`src/rtl/fk_waypoint_sequencer_if.sv`:
```
// fk_waypoint_sequencer_if: waypoint input and position output handshakes.
// Optional: FK_REACH_CHECK_EN adds pos_out_of_reach to the position channel.
interface fk_waypoint_sequencer_if #(
    parameter int unsigned ANGLE_W = 16,
    parameter int unsigned POS_W   = 32
);
    logic                      wp_valid;
    logic                      wp_ready;
    logic signed [ANGLE_W-1:0] wp_theta1;
    logic signed [ANGLE_W-1:0] wp_theta2;
    logic signed [ANGLE_W-1:0] wp_theta3;
    logic                      pos_valid;
    logic                      pos_ready;
    logic signed [POS_W-1:0]   pos_x;
    logic signed [POS_W-1:0]   pos_y;
    logic                      pos_bad_angle;
`ifdef FK_REACH_CHECK_EN
    logic                      pos_out_of_reach;

    modport master (
        output wp_valid, wp_theta1, wp_theta2, wp_theta3, pos_ready,
        input  wp_ready, pos_valid, pos_x, pos_y, pos_bad_angle, pos_out_of_reach
    );
    modport slave (
        input  wp_valid, wp_theta1, wp_theta2, wp_theta3, pos_ready,
        output wp_ready, pos_valid, pos_x, pos_y, pos_bad_angle, pos_out_of_reach
    );
`else
    modport master (
        output wp_valid, wp_theta1, wp_theta2, wp_theta3, pos_ready,
        input  wp_ready, pos_valid, pos_x, pos_y, pos_bad_angle
    );
    modport slave (
        input  wp_valid, wp_theta1, wp_theta2, wp_theta3, pos_ready,
        output wp_ready, pos_valid, pos_x, pos_y, pos_bad_angle
    );
`endif
endinterface

```
`src/rtl/fk_waypoint_sequencer.sv`:
```
// fk_waypoint_sequencer: buffers joint-angle waypoints, issues them one at a time to the
// combinational FK datapath, waits FK_LATENCY cycles, and presents the captured X/Y result.
// Optional: define FK_REACH_CHECK_EN to add the pos_out_of_reach flag.
module fk_waypoint_sequencer #(
    parameter int unsigned ANGLE_W    = 16,
    parameter int unsigned LEN_W      = 16,
    parameter int unsigned POS_W      = 32,
    parameter int unsigned DEPTH      = 4,
    parameter int unsigned FK_LATENCY = 1
) (
    input  logic                      clk,
    input  logic                      rst_n,
    fk_waypoint_sequencer_if.slave    bus,
    input  logic signed [LEN_W-1:0]   cfg_l1,
    input  logic signed [LEN_W-1:0]   cfg_l2,
    input  logic signed [LEN_W-1:0]   cfg_l3,
    output logic signed [ANGLE_W-1:0] fk_theta1,
    output logic signed [ANGLE_W-1:0] fk_theta2,
    output logic signed [ANGLE_W-1:0] fk_theta3,
    output logic signed [LEN_W-1:0]   fk_l1,
    output logic signed [LEN_W-1:0]   fk_l2,
    output logic signed [LEN_W-1:0]   fk_l3,
    input  logic signed [POS_W-1:0]   fk_x,
    input  logic signed [POS_W-1:0]   fk_y,
    output logic                      busy,
    output logic [$clog2(DEPTH):0]    fifo_count
);
    localparam int unsigned PW = $clog2(DEPTH);
    localparam int unsigned CW = PW + 1;
    localparam int unsigned SW = $clog2(FK_LATENCY + 1);
    localparam int unsigned EW = 3 * ANGLE_W;

    typedef enum logic [1:0] {StIdle, StIssue, StSettle, StPresent} state_e;

    state_e                    state_q, state_d;
    logic [EW-1:0]             mem_q [DEPTH];
    logic [PW-1:0]             wr_ptr_q, rd_ptr_q;
    logic [CW-1:0]             count_q;
    logic                      ready_en_q;
    logic [SW-1:0]             settle_q;
    logic                      push, pop, capture, deliver;
    logic [EW-1:0]             head;
    logic signed [ANGLE_W-1:0] theta1_q, theta2_q, theta3_q;
    logic signed [LEN_W-1:0]   l1_q, l2_q, l3_q;
    logic signed [POS_W-1:0]   pos_x_q, pos_y_q;
    logic                      pos_valid_q, pos_bad_q;
    logic [ANGLE_W-1:0]        sum2, sum3;
    logic                      bad_angle;

    // Angles the FK table covers; anything else falls to its default entries.
    function automatic logic angle_legal(input logic [ANGLE_W-1:0] a);
        return a inside {ANGLE_W'(0), ANGLE_W'(30), ANGLE_W'(45), ANGLE_W'(60), ANGLE_W'(90),
                         ANGLE_W'(120), ANGLE_W'(135), ANGLE_W'(150), ANGLE_W'(180)};
    endfunction

    // wp_ready stays low until the first edge after reset release.
    assign bus.wp_ready = ready_en_q && (count_q < CW'(DEPTH));
    assign push         = bus.wp_valid && bus.wp_ready;
    assign head         = mem_q[rd_ptr_q];
    assign fifo_count   = count_q;
    assign busy         = (state_q != StIdle) || (count_q != '0);

    // FSM state register.
    always_ff @(posedge clk or negedge rst_n) begin
        if (!rst_n) state_q <= StIdle;
        else        state_q <= state_d;
    end

    // Next state and per-state strobes.
    always_comb begin
        state_d = state_q;
        pop     = 1'b0;
        capture = 1'b0;
        deliver = 1'b0;
        unique case (state_q)
            StIdle: begin
                if (count_q != '0) state_d = StIssue;
            end
            StIssue: begin
                pop     = 1'b1;
                state_d = StSettle;
            end
            StSettle: begin
                if (settle_q == SW'(1)) begin
                    capture = 1'b1;
                    state_d = StPresent;
                end
            end
            StPresent: begin
                if (bus.pos_ready) begin
                    deliver = 1'b1;
                    // count_q is the pre-push occupancy, so a same-cycle push waits for IDLE.
                    state_d = (count_q != '0) ? StIssue : StIdle;
                end
            end
            default: state_d = StIdle;
        endcase
    end

    // FIFO storage; pointer reset alone flushes it.
    always_ff @(posedge clk) begin
        if (push) mem_q[wr_ptr_q] <= {bus.wp_theta3, bus.wp_theta2, bus.wp_theta1};
    end

    // FIFO pointers, occupancy and ready enable.
    always_ff @(posedge clk or negedge rst_n) begin
        if (!rst_n) begin
            wr_ptr_q   <= '0;
            rd_ptr_q   <= '0;
            count_q    <= '0;
            ready_en_q <= 1'b0;
        end else begin
            ready_en_q <= 1'b1;
            if (push) wr_ptr_q <= wr_ptr_q + PW'(1);
            if (pop)  rd_ptr_q <= rd_ptr_q + PW'(1);
            if (push && !pop)      count_q <= count_q + CW'(1);
            else if (pop && !push) count_q <= count_q - CW'(1);
        end
    end

    assign sum2      = ANGLE_W'(theta1_q + theta2_q);
    assign sum3      = ANGLE_W'(sum2 + theta3_q);
    assign bad_angle = !(angle_legal(theta1_q) && angle_legal(sum2) && angle_legal(sum3));

    // Issue registers, settle counter and captured result.
    always_ff @(posedge clk or negedge rst_n) begin
        if (!rst_n) begin
            theta1_q    <= '0;
            theta2_q    <= '0;
            theta3_q    <= '0;
            l1_q        <= '0;
            l2_q        <= '0;
            l3_q        <= '0;
            settle_q    <= '0;
            pos_x_q     <= '0;
            pos_y_q     <= '0;
            pos_bad_q   <= 1'b0;
            pos_valid_q <= 1'b0;
        end else begin
            if (pop) begin
                theta1_q <= head[ANGLE_W-1:0];
                theta2_q <= head[2*ANGLE_W-1:ANGLE_W];
                theta3_q <= head[EW-1:2*ANGLE_W];
                l1_q     <= cfg_l1;
                l2_q     <= cfg_l2;
                l3_q     <= cfg_l3;
                settle_q <= SW'(FK_LATENCY);
            end else if (state_q == StSettle) begin
                settle_q <= settle_q - SW'(1);
            end
            if (capture) begin
                pos_x_q     <= fk_x;
                pos_y_q     <= fk_y;
                pos_bad_q   <= bad_angle;
                pos_valid_q <= 1'b1;
            end else if (deliver) begin
                pos_valid_q <= 1'b0;
            end
        end
    end

    assign fk_theta1         = theta1_q;
    assign fk_theta2         = theta2_q;
    assign fk_theta3         = theta3_q;
    assign fk_l1             = l1_q;
    assign fk_l2             = l2_q;
    assign fk_l3             = l3_q;
    assign bus.pos_valid     = pos_valid_q;
    assign bus.pos_x         = pos_x_q;
    assign bus.pos_y         = pos_y_q;
    assign bus.pos_bad_angle = pos_bad_q;

`ifdef FK_REACH_CHECK_EN
    localparam int unsigned RW = 2 * POS_W + 1;

    logic signed [RW-1:0] x_ext, y_ext, l_ext, mag_sq, reach_sq;
    logic                 reach_q;

    // Squared distance versus squared total arm length, wide enough to never overflow.
    always_comb begin
        x_ext    = RW'(fk_x);
        y_ext    = RW'(fk_y);
        l_ext    = RW'(l1_q) + RW'(l2_q) + RW'(l3_q);
        mag_sq   = x_ext * x_ext + y_ext * y_ext;
        reach_sq = l_ext * l_ext;
    end

    // Reach flag is captured alongside pos_x/pos_y.
    always_ff @(posedge clk or negedge rst_n) begin
        if (!rst_n)       reach_q <= 1'b0;
        else if (capture) reach_q <= (mag_sq > reach_sq);
    end

    assign bus.pos_out_of_reach = reach_q;
`endif
endmodule
```
`src/flat_wrapper.sv`:
```
// flat-port wrapper written by rule: the top's interface ports become plain ports
module fk_waypoint_sequencer_flat 
#(
    parameter int unsigned ANGLE_W    = 16,
    parameter int unsigned LEN_W      = 16,
    parameter int unsigned POS_W      = 32,
    parameter int unsigned DEPTH      = 4,
    parameter int unsigned FK_LATENCY = 1
)
  (clk, rst_n, cfg_l1, cfg_l2, cfg_l3, fk_theta1, fk_theta2, fk_theta3, fk_l1, fk_l2, fk_l3, fk_x, fk_y, busy, fifo_count, bus_wp_valid, bus_wp_theta1, bus_wp_theta2, bus_wp_theta3, bus_pos_ready, bus_wp_ready, bus_pos_valid, bus_pos_x, bus_pos_y, bus_pos_bad_angle);
  fk_waypoint_sequencer_if #(.ANGLE_W(ANGLE_W), .POS_W(POS_W)) bus_i ();
  input  logic clk;
  input  logic rst_n;
  input  logic signed [LEN_W-1:0] cfg_l1;
  input  logic signed [LEN_W-1:0] cfg_l2;
  input  logic signed [LEN_W-1:0] cfg_l3;
  output logic signed [ANGLE_W-1:0] fk_theta1;
  output logic signed [ANGLE_W-1:0] fk_theta2;
  output logic signed [ANGLE_W-1:0] fk_theta3;
  output logic signed [LEN_W-1:0] fk_l1;
  output logic signed [LEN_W-1:0] fk_l2;
  output logic signed [LEN_W-1:0] fk_l3;
  input  logic signed [POS_W-1:0] fk_x;
  input  logic signed [POS_W-1:0] fk_y;
  output logic busy;
  output logic [$clog2(DEPTH):0] fifo_count;
  input wire logic [$bits(bus_i.wp_valid)-1:0] bus_wp_valid;
  input wire logic [$bits(bus_i.wp_theta1)-1:0] bus_wp_theta1;
  input wire logic [$bits(bus_i.wp_theta2)-1:0] bus_wp_theta2;
  input wire logic [$bits(bus_i.wp_theta3)-1:0] bus_wp_theta3;
  input wire logic [$bits(bus_i.pos_ready)-1:0] bus_pos_ready;
  output wire logic [$bits(bus_i.wp_ready)-1:0] bus_wp_ready;
  output wire logic [$bits(bus_i.pos_valid)-1:0] bus_pos_valid;
  output wire logic [$bits(bus_i.pos_x)-1:0] bus_pos_x;
  output wire logic [$bits(bus_i.pos_y)-1:0] bus_pos_y;
  output wire logic [$bits(bus_i.pos_bad_angle)-1:0] bus_pos_bad_angle;
  assign bus_i.wp_valid = bus_wp_valid;
  assign bus_i.wp_theta1 = bus_wp_theta1;
  assign bus_i.wp_theta2 = bus_wp_theta2;
  assign bus_i.wp_theta3 = bus_wp_theta3;
  assign bus_i.pos_ready = bus_pos_ready;
  assign bus_wp_ready = bus_i.wp_ready;
  assign bus_pos_valid = bus_i.pos_valid;
  assign bus_pos_x = bus_i.pos_x;
  assign bus_pos_y = bus_i.pos_y;
  assign bus_pos_bad_angle = bus_i.pos_bad_angle;
  fk_waypoint_sequencer #(.ANGLE_W(ANGLE_W), .LEN_W(LEN_W), .POS_W(POS_W), .DEPTH(DEPTH), .FK_LATENCY(FK_LATENCY)) u_core (.clk(clk), .rst_n(rst_n), .bus(bus_i), .cfg_l1(cfg_l1), .cfg_l2(cfg_l2), .cfg_l3(cfg_l3), .fk_theta1(fk_theta1), .fk_theta2(fk_theta2), .fk_theta3(fk_theta3), .fk_l1(fk_l1), .fk_l2(fk_l2), .fk_l3(fk_l3), .fk_x(fk_x), .fk_y(fk_y), .busy(busy), .fifo_count(fifo_count));
endmodule
```
`config.mk`:
```
export PLATFORM = sky130hd
export DESIGN_NAME = fk_waypoint_sequencer_flat
export DESIGN_NICKNAME = d
export VERILOG_FILES = /design/src/rtl/fk_waypoint_sequencer_if.sv /design/src/rtl/fk_waypoint_sequencer.sv /design/src/flat_wrapper.sv
export SDC_FILE = /design/constraint.sdc
export NUM_CORES = 1
export LEC_CHECK = 0
export ABC_AREA = 1
export BUFFER_PORTS_ARGS = -buffer_cell sky130_fd_sc_hd__clkbuf_2
export CORE_ASPECT_RATIO = 1.4
export CORE_MARGIN = 4
export CORE_UTILIZATION = 55
export DETAILED_ROUTE_END_ITERATION = 12
export PLACE_DENSITY = 0.77
export SYNTH_ARGS = -nofsm -noshare
export SYNTH_HDL_FRONTEND = slang
export SYNTH_SLANG_ARGS = --single-unit
export TNS_END_PERCENT = 50
```
`constraint.sdc`:
```
create_clock -name clk -period 3.4 [get_ports clk]
set_input_delay 0.17 -clock clk [delete_from_list [all_inputs] [get_ports clk]]
set_output_delay 0.17 -clock clk [all_outputs]
set_load 0.005 [all_outputs]
```
==> results.cfg <==
[synthesis]
synth_area_leaders = edfxtp_1 36%, dfrtp_1 27%, nand2_1 11%
ys_warn_count = 0
syn_inst = 1645
synth-seq-area-share = 0.635
ys.flop_type = edfxtp_1
avgSynthCellArea_um2 = 9.67
yosysTopAreaCell = edfxtp_1
synth_top_area_frac = 0.363
async_flop_share = 0.474
synth-seq-cells = 365
syn_nets = 1851
ys_types = 38
syn-cell-area_um2 = 15900
synth_edf_count = 192

[pwr]
switchingPower_mw = 10.6
p_comb_frac = 0.553
pwr-share-seq = 0.293
ir_worst_vdd_mv = 0.730
clockPowerShare = 0.153
power_density_nw_per_um2 = 1110
intPower_mw = 12.7
p_leak_nw = 9.68
sw_frac_of_total = 0.454

[placement]
gp_congestion = 0.898
dpl.hpwl_um = 30700
placed_cell_area_um2 = 18100
port_buffers = 330

[drt]
drc = 0
dr.pass1.iters = 5
drt-initial-drc-count = 948
num_vias = 14000
vias_per_cell = 5.51
wl_um = 50000
final_antenna_net_count = 0
wl_per_cell_um = 19.7

[setup_path]
crit_family = simple AND/OR/NAND/NOR gates
crit_chain = ha_2 > nand3_1 > nand2_1 > nand2_1 > nand2_1 > inv_1 > ha_1 > a21oi_2 > nand2_1 > nand2_1 > nand2_2 > xnor2_2 > nand2_1 > a21oi_1 > nand2_1 > nand2_1 > nand3_1 > nor2_1 > nor2_1
cp-end-kind = register
cp.required_ps = 3800
cp_slowest_cell = dfrtp_1
critical_path.max_stage_delay_ps = 410
cp_num_buf_inv = 1
worstRegToRegCells = 19
cp.arrival_ps = 3590
start_kind = register
cp_common_cell = nand2_1
cp.depth = 19
path_max_fanout = 6
critical_path_class = reg2reg

[floorplanning]
fp-row-count = 73
die_w_um = 152
die_y_um = 209
core_um2 = 28500
ios = 331
die-area_um2 = 31700
start_util = 0.558

[timing]
slew_violations = 0
finalCriticalPeriod_ps = 3180
skew_ps = 13.8
fin_tns_setup_ps = 0
finalCritPeriodShare = 0.937
hold_viol_final = 0
slew_headroom = 0.344
fmax_mhz = 314
setup_viol = 0
tightest_slew_ps = 984

[finish]
fillerInstances = 1857
fin_area_um2 = 20900
syn2layout_area_growth_pct = 31.7
fin_nets = 2342
multi_input_area_um2 = 5380
regArea_um2 = 10100
drive_gt1_frac = 0.216

[worst_hold_path]
min_path_type = in2async

[global_route]
grt_pass1_vias = 13900
grt.total_usage = 0.305
grt_overflow = 0
grt_pass1_wl_um = 74200
grt_max_degree = 99
antenna_found_initial = 10

[clock_tree]
clk_path_buf_depth = 3
cts_tree = yes
clk_latency_ps = 520
htree_levels = 2
clkTransAtPathRegs_ps = 60
numCtsBuffers = 34
cts_sinks = 365
cts_root_buf = clkbuf_16

[job]
max_cap_viol_count = 0

[status]
status = finished, final reports clean
[sequential cells by signal, indices dropped and copies added, names as in the netlist]
register / flops
u_core.ready_en_q: 1
u_core.rd_ptr_q: 2
u_core.wr_ptr_q: 2
u_core.fk_theta3: 16
u_core.fk_theta2: 16
u_core.bus.pos_x: 32
u_core.fk_l1: 16
u_core.bus.pos_bad_angle: 1
u_core.fk_theta1: 16
u_core.bus.pos_y: 32
u_core.settle_q: 1
u_core.fifo_count: 3
u_core.mem_q: 192
u_core.bus.pos_valid: 1
u_core.fk_l3: 16
u_core.state_q: 2
u_core.fk_l2: 16
[layout by cell type (no fill, tap or decap), types with 3 or more instances in the layout]
cell / count
inv_2: 3
nor3_1: 5
clkinv_2: 4
xor2_1: 7
nand3_2: 3
nor2_1: 264
clkinv_1: 5
ha_1: 28
clkbuf_1: 6
dfrtp_1: 172
nand2_2: 16
nor2_2: 7
nand2_1: 481
clkbuf_2: 329
clkbuf_8: 5
diode_2: 6
nand3_1: 51
a21oi_2: 8
buf_12: 7
dlygate4sd3_1: 162
buf_4: 22
a21oi_1: 22
o22ai_1: 11
clkbuf_16: 35
inv_1: 96
o21ai_0: 118
a31oi_1: 38
edfxtp_1: 192
ha_4: 7
ha_2: 4
nand4_1: 10
nor2_4: 4
o21bai_1: 3
xnor2_1: 7
[layout make-up]
| class | instances | area share |
|---|---|---|
| Inverter | 99 | 0.0177 |
| Clock inverter | 12 | 0.00305 |
| Timing Repair Buffer | 521 | 0.171 |
| Multi-Input combinational cell | 1115 | 0.257 |
| Sequential cell | 365 | 0.482 |
| Antenna cell | 6 | 0.000717 |
| Clock buffer | 46 | 0.0462 |
| Tap cell | 375 | 0.0224 |
[per-stage QoR]
step	hold slack [ps]	worst slack [ps]	cells	utilization	power (mW)
2_1_floorplan	-126	204	1645	-	14.6
3_5_place_dp	260	142	2310	0.635	18.5
6_report	253	215	2539	0.735	23.3
5_1_grt	316	-20.3	2538	0.735	25.1
4_1_cts	266	147	2530	0.728	22.2
3_3_place_gp	258	207	2310	0.635	18.1
[power groups by stage]
stage,Clock [mW],Combinational [mW],Sequential (mW)
after detailed placement,0,11.7,6.83
after floorplan,0,7.88,6.72
final,3.57,12.9,6.85
after global routing,3.82,14.3,6.94
after global placement,0,11.4,6.79
after CTS,3.62,11.9,6.76
[path summary, 6_finish.rpt]
kind / start / endpoint / slack [ps]
worst max-delay path: u_core.fk_theta1[2]$_DFFE_PN0P_ / u_core.bus.pos_bad_angle$_DFFE_PN0P_ / 220
worst min-delay path: rst_n / u_core.bus.pos_y[22]$_DFFE_PN0P_ / 250
worst max register to register: u_core.fk_theta1[2]$_DFFE_PN0P_ / u_core.bus.pos_bad_angle$_DFFE_PN0P_ / 220
worst min register to register: u_core.fk_l3[13]$_DFFE_PN0P_ / u_core.fk_l3[13]$_DFFE_PN0P_ / 470
max in group asynchronous: rst_n / u_core.rd_ptr_q[0]$_DFFE_PN0P_ / 2290
min in group clk: bus_wp_valid / u_core.wr_ptr_q[0]$_DFFE_PN0P_ / 280
[cell usage after synthesis (4+ instances only)]
cell,n
nand2_1,487
nor2_1,274
edfxtp_1,192
dfrtp_1,173
o21ai_0,119
inv_1,97
clkbuf_1,57
nand3_1,52
ha_1,39
a31oi_1,38
a21oi_1,27
o22ai_1,11
nand2_2,10
nand4_1,10
xnor2_1,7
xor2_1,7
buf_1,6
nor3_1,6
a21oi_2,4
[cell families after synthesis]
group           count (synthesis)  share of synthesized area
other cells                     1                   0.000236
buf+inv                       165                     0.0392
simple gates                  847                      0.209
compound gates                209                     0.0721
flops                         365                      0.635
xor+xnor                       16                    0.00976
fa+ha+maj                      42                     0.0345
[timing repair]
action,CTS,global route
hold buffers,162,0
buffers inserted,0,3
endpoints found under the setup margin,0,1
hold endpoints to repair,374,0
resized for setup,0,35
[layer usage]
| layer | wire (um) | global-route usage |
|---|---|---|
| met5 | 45 | 0.00323 |
| met4 | 3070 | 0.169 |
| met3 | 5120 | 0.103 |
| met2 | 24600 | 0.516 |
| met1 | 17100 | 0.332 |
No activity file was read; power rests on OpenSTA's default activity.
